## config.mk

```make
export PLATFORM = sky130hd
export DESIGN_NAME = serial_right_shifter
export DESIGN_NICKNAME = d
export VERILOG_FILES = /design/src/rtl/serial_right_shifter.sv
export SDC_FILE = /design/constraint.sdc
export NUM_CORES = 1
export LEC_CHECK = 0
export CORE_ASPECT_RATIO = 1.5
export CORE_MARGIN = 4
export CORE_UTILIZATION = 50
export CTS_CLUSTER_DIAMETER = 50
export DETAILED_ROUTE_END_ITERATION = 12
export PLACE_DENSITY = 0.87
export SETUP_SLACK_MARGIN = 0.02
export SLEW_MARGIN = 0
export SYNTH_ARGS = -nofsm -noshare
export SYNTH_HDL_FRONTEND = slang
export SYNTH_SLANG_ARGS = --single-unit
```

## constraint.sdc

```tcl
create_clock -name clk -period 3.2 [get_ports clk]
set_clock_uncertainty 0.2 [all_clocks]
set_input_delay 0.32 -clock clk [delete_from_list [all_inputs] [get_ports clk]]
set_output_delay 0.32 -clock clk [all_outputs]
set_load 0.01 [all_outputs]
```

## src/rtl/serial_right_shifter.sv

```systemverilog
// Multi-cycle right shifter (logical/arithmetic) with start/done handshake, one bit per clock.
// Define SERIAL_RIGHT_SHIFTER_FAST_EN to shift by 4 per clock while at least 4 positions remain.
module serial_right_shifter #(
    parameter int WIDTH   = 32,
    parameter int SHAMT_W = 5
) (
    input  logic               clk,
    input  logic               reset,
    input  logic               start,
    input  logic [WIDTH-1:0]   in,
    input  logic [SHAMT_W-1:0] shamt,
    input  logic               arith,
    output logic               ready,
    output logic               busy,
    output logic               done,
    output logic [WIDTH-1:0]   out
);

    typedef enum logic [1:0] {
        IDLE  = 2'd0,
        SHIFT = 2'd1,
        DONE  = 2'd2
    } state_t;

    state_t                    state;
    logic signed [WIDTH-1:0]   work;
    logic        [SHAMT_W-1:0] count;
    logic                      mode;

    // The fill bit is the sign bit only for arithmetic shifts.
    function automatic logic signed [WIDTH-1:0] shr1(input logic signed [WIDTH-1:0] w,
                                                     input logic m);
        return {m & w[WIDTH-1], w[WIDTH-1:1]};
    endfunction

    function automatic logic signed [WIDTH-1:0] shr4(input logic signed [WIDTH-1:0] w,
                                                     input logic m);
        return {{4{m & w[WIDTH-1]}}, w[WIDTH-1:4]};
    endfunction

    always_ff @(posedge clk or posedge reset) begin
        if (reset) begin
            state <= IDLE;
            ready <= 1'b1;
            busy  <= 1'b0;
            done  <= 1'b0;
            out   <= '0;
            work  <= '0;
            count <= '0;
            mode  <= 1'b0;
        end else begin
            case (state)
                IDLE: begin
                    done <= 1'b0;
                    if (start) begin
                        work  <= in;
                        count <= shamt;
                        mode  <= arith;
                        state <= SHIFT;
                        ready <= 1'b0;
                        busy  <= 1'b1;
                    end
                end
                SHIFT: begin
                    if (count != '0) begin
`ifdef SERIAL_RIGHT_SHIFTER_FAST_EN
                        if (count > SHAMT_W'(3)) begin
                            work  <= shr4(work, mode);
                            count <= count - SHAMT_W'(4);
                        end else begin
                            work  <= shr1(work, mode);
                            count <= count - SHAMT_W'(1);
                        end
`else
                        work  <= shr1(work, mode);
                        count <= count - SHAMT_W'(1);
`endif
                    end else begin
                        out   <= work;
                        state <= DONE;
                        busy  <= 1'b0;
                        done  <= 1'b1;
                    end
                end
                DONE: begin
                    done  <= 1'b0;
                    ready <= 1'b1;
                    state <= IDLE;
                end
                default: begin
                    state <= IDLE;
                    ready <= 1'b1;
                    busy  <= 1'b0;
                    done  <= 1'b0;
                end
            endcase
        end
    end

endmodule

```

## Yosys cells after proc, flatten, opt, wreduce, memory -nomap -nowiden

Index checks and enable logic that the tools add are counted.

- Word-level logic and storage cells: 43
- Register bits after elaboration: 75

- Multiplexer cells: 16
- Reduce and logical (&&, ||, !) cells: 9
- Equal/unequal tests: 5
- Bitwise operators: 4
- Add/sub/neg operators: 1

Operators with widths:

| kind | count |
|---|---|
| 2-to-1 mux 32 bit | 2 |
| case mux 32 bit (2 select lines) | 1 |
| 2-to-1 mux 5 bit | 2 |
| case mux 5 bit (2 select lines) | 1 |
| AND reduction 2 bit | 4 |
| inequality test 2 bit, second input constant | 3 |
| AND reduction 3 bit | 2 |
| 2-to-1 mux 1 bit | 5 |
| nonzero test 5 bit | 1 |
| subtractor 5 x 1 -> 5 bit, second input constant | 1 |
| 2-to-1 mux 2 bit | 2 |
| case mux 2 bit (2 select lines) | 1 |
| NOT 1 bit | 3 |
| case mux 1 bit (3 select lines) | 1 |
| == test 2 x 1 -> 1 bit, second input constant | 1 |
| == test 2 bit, second input constant | 1 |
| zero test 2 bit | 1 |
| case mux 1 bit (2 select lines) | 1 |
| nonzero test 2 bit | 1 |
| bitwise AND 1 bit | 1 |

## Longest topological paths before layout

- Word-level depth: 3
- Depth in mapped cells: 7
- Depth with buffers taken out: 5

## Worst setup path after synthesis

No wires, ideal clock.

- Kind: reg2reg
- Start point: register count[0]
- End point: register out[10]
- Clock period less this slack: 2.228 ns
- Data arrival time: 1.903 ns
- Data required time: 2.875 ns
- Path buffers: 2
- Library setup time: 0.125 ns
- Stages on the path, launching flop included: 8
- Setup slack: 0.972 ns
- Cells stage by stage: dfrtp_1 -> inv_1 -> ha_1 -> or3b_1 -> or3_1 -> buf_6 -> buf_6 -> mux2_4

- Cells in the longest elaborated chain, start to end: 3

Ends and longest elaborated chain:

| item | RTL line | source |
|---|---|---|
| start: declaration | 27 | `logic [SHAMT_W-1:0] count;` |
| start signal: assignment | 57 | `count <= shamt;` |
| start signal: assignment | 76 | `count <= count - SHAMT_W'(1);` |
| nonzero test 5 bit | 65 | `if (count != '0) begin` |
| NOT 1 bit (no source line) | n/a |  |
| AND reduction 2 bit (no source line) | n/a |  |
| end signal: assignment | 79 | `out <= work;` |
| end: declaration | 16 | `output logic [WIDTH-1:0] out` |

Every way passes these cells.
A chain may end at the register's enable or synchronous reset.

## Worst setup path after layout

- Start point: register state[1]
- End point: register work[30]

- Cells in the longest elaborated chain, start to end: 3
- Elaborated cells between the ends (all ways): 7
- Those cells by class: eq/ne: 3; mux: 1; reduce/logical: 3

Ends and longest elaborated chain:

| item | RTL line | source |
|---|---|---|
| start: declaration | 25 | `state_t state;` |
| start signal: assignment | 43 | `state <= IDLE;` |
| start signal: assignment | 59 | `state <= SHIFT;` |
| start signal: assignment | 80 | `state <= DONE;` |
| == test 2 x 1 -> 1 bit or zero test 2 bit (tied branches) | 52 | `case (state)` |
| inequality test 2 bit (no source line) or nonzero test 2 bit (tied branches) | n/a |  |
| AND reduction 3 bit (no source line) | n/a |  |
| end signal: assignment | 56 | `work <= in;` |
| end signal: assignment | 75 | `work <= shr1(work, mode);` |
| end: declaration | 26 | `logic signed [WIDTH-1:0] work;` |

Parallel ways exist; a longest one is shown, timed or not.

==> results.toml <==
[status]
status = "finished, final reports clean"

[placement]
dp_hpwl_um = 4650
place_congestion = 0.830
io_buffers = 75

[sta]
rsz0062_at_grt = "false"
finalCriticalPeriod_ps = 2570
tightest_slew_ps = 1200
drv_slew = 0
fin_crit_sh = 0.804
clock.fmax_mhz = 389
hold_violations = 0
tns_ps = 0
slew_headroom = 0.200
timing.hold.ws_ps = 209
setup_viol = 0

[grt]
grtUsageTotal = 0.182
grt_pass1_wl_um = 11100
grt_max_degree = 39
grt_overflow = 0
first_global_vias = 2286
antenna_found_initial = 0

[finish]
multiInputGateArea_um2 = 1450
area_growth_pct = 29.5
fillerInstances = 485
n_antenna_cell = 0
regArea_um2 = 1880
nets = 348
drive_above_1_share = 0.389

[route]
routed_via_density = 5.28
vias = 2044
drc = 0
drt_iter0_drc = 58
dr.pass1.iters = 4
ant_nets = 0
wl_per_cell_um = 17.8
drt-total-wl_um = 6870

[clocking]
cts_sinks = 75
clk_path_buf_depth = 2
cts-root-buf = "clkbuf_8"
cts_hold_buf = 0
cts_tree = "done"
clk_pin_slew_worst_paths_ps = 80
ctsResizeCount = 0
cts_max_level = 3
numCtsBuffers = 9
postCtsSetupBuffers = 0
insertion_delay_ps = 350

[synth]
synth-seq-cells = 75
synthFlopType = "dfrtp_1"
yosysMostFrequentCell = "dfrtp_1"
synth_common_cells = "dfrtp_1, mux2_2, mux2_4, inv_1, nor2_1"
synthDistinctLibCells = 33
synth_edf_count = 0
avgSynthCellArea_um2 = 15.0
syn_area_um2 = 3420
syn_inst = 228
synth_top_area_frac = 0.541
synth_top_area_cell = "dfrtp_1"
yosysWarningCount = 0
synthArstFlopShare = 1.00
ys_seq_area_frac = 0.549
synthTopCellsByArea = "dfrtp_1, mux2_2, mux2_4"
syn-num-nets = 270

[critical_path]
cp_max_fo = 37
arrival_ps = 2600
reg2reg_slack_ps = 630
cp_data_required_time_ps = 3230
crit_type = "reg -> reg"
cp-end-kind = "flop"
critPathLaunchType = "flop"

[run]
maxCapViolCount = 0

[pwr]
power_density_nw_per_um2 = 1010
total_leakage_power_nw = 2.00
peakVddDrop_mv = 0.551

[die]
start_util = 0.520
num_rows = 36
ios = 76
die_h_um = 109
die_w_um = 75.5
fp.dieArea_um2 = 8260
core_area_um2 = 6580

[min_path]
hold_class = "in -> async"
worst max-delay path: stages, from the launching register on:
cell and delay, ps:
dfrtp_1 450, nand2b_2 360, o21ai_4 990, mux2_2 430
sequential cells by signal, summed over array words and instances (netlist names):
register,cells
work,32
mode,1
busy,1
out,32
ready,1
state,2
count,5
done,1
routing by layer:
metal	wire, µm	up-vias	track usage
met3	308	11	0.0265
met4	176	0	0.0975
li1	-	965	-
met1	2830	1015	0.221
met2	3560	53	0.307
met5	0	-	0
placed cells by master (no fill, tap or decap), drive strengths merged, types with 3 or more instances in the layout:
master	count
a21oi	5
buf	4
clkbuf	10
clkdlybuf4s50	75
clkinv	4
dfrtp	74
inv	6
mux2	94
nand2	3
nor2	6
o21ai	3
area by class of cell:
cell class	instances	share of cell area
well taps	76	0.0215
clock inverters	6	0.0147
flip-flops and latches	75	0.424
inverters	6	0.00508
multi-input cells	135	0.327
clock buffers	10	0.0311
repair buffers	79	0.176
per-stage QoR:
step                 util  instance area, µm²  std cells  worst slack [ps]  power (W)
floorplan               -                3420        228               772    0.00304
global placement    0.643                4230        371               696    0.00368
detailed placement  0.643                4230        371               642    0.00377
CTS                 0.674                4430        387               627    0.00451
global route        0.674                4430        387               498    0.00474
finish              0.674                4430        387               628    0.00446
report_power, final:
part           total [W]  leakage, nW  switching, W  internal, W
Combinational    0.00198        0.983      0.000693      0.00129
Clock           0.000732        0.102      0.000351     0.000381
Sequential       0.00175        0.919      0.000333      0.00142
logic make-up (layout without fill, tap and decap cells):
logic type | Yosys count | count (layout) | share of synthesized area
AND/OR/NAND/NOR | 23 | 23 | 0.0388
multiplexers | 96 | 96 | 0.347
adder cells (fa/ha/maj) | 1 | 1 | 0.00366
buffers and inverters | 18 | 101 | 0.0304
AO/OA/AOI/OAI | 15 | 15 | 0.0311
flip-flops | 75 | 75 | 0.549
path summary, 6_finish.rpt:
path	from	endpoint	cells past startpoint
worst max-delay path	state[1]$_DFFE_PP0P_	work[30]$_DFFE_PP0P_	3
worst min-delay path	reset	out[16]$_DFFE_PP0P_	3
worst max register to register	state[1]$_DFFE_PP0P_	work[30]$_DFFE_PP0P_	3
worst min register to register	ready$_DFFE_PP1P_	ready$_DFFE_PP1P_	2
max in group asynchronous	reset	ready$_DFFE_PP1P_	3
min in group clk	ready$_DFFE_PP1P_	ready$_DFFE_PP1P_	2
(Power assumes the default switching activity.)
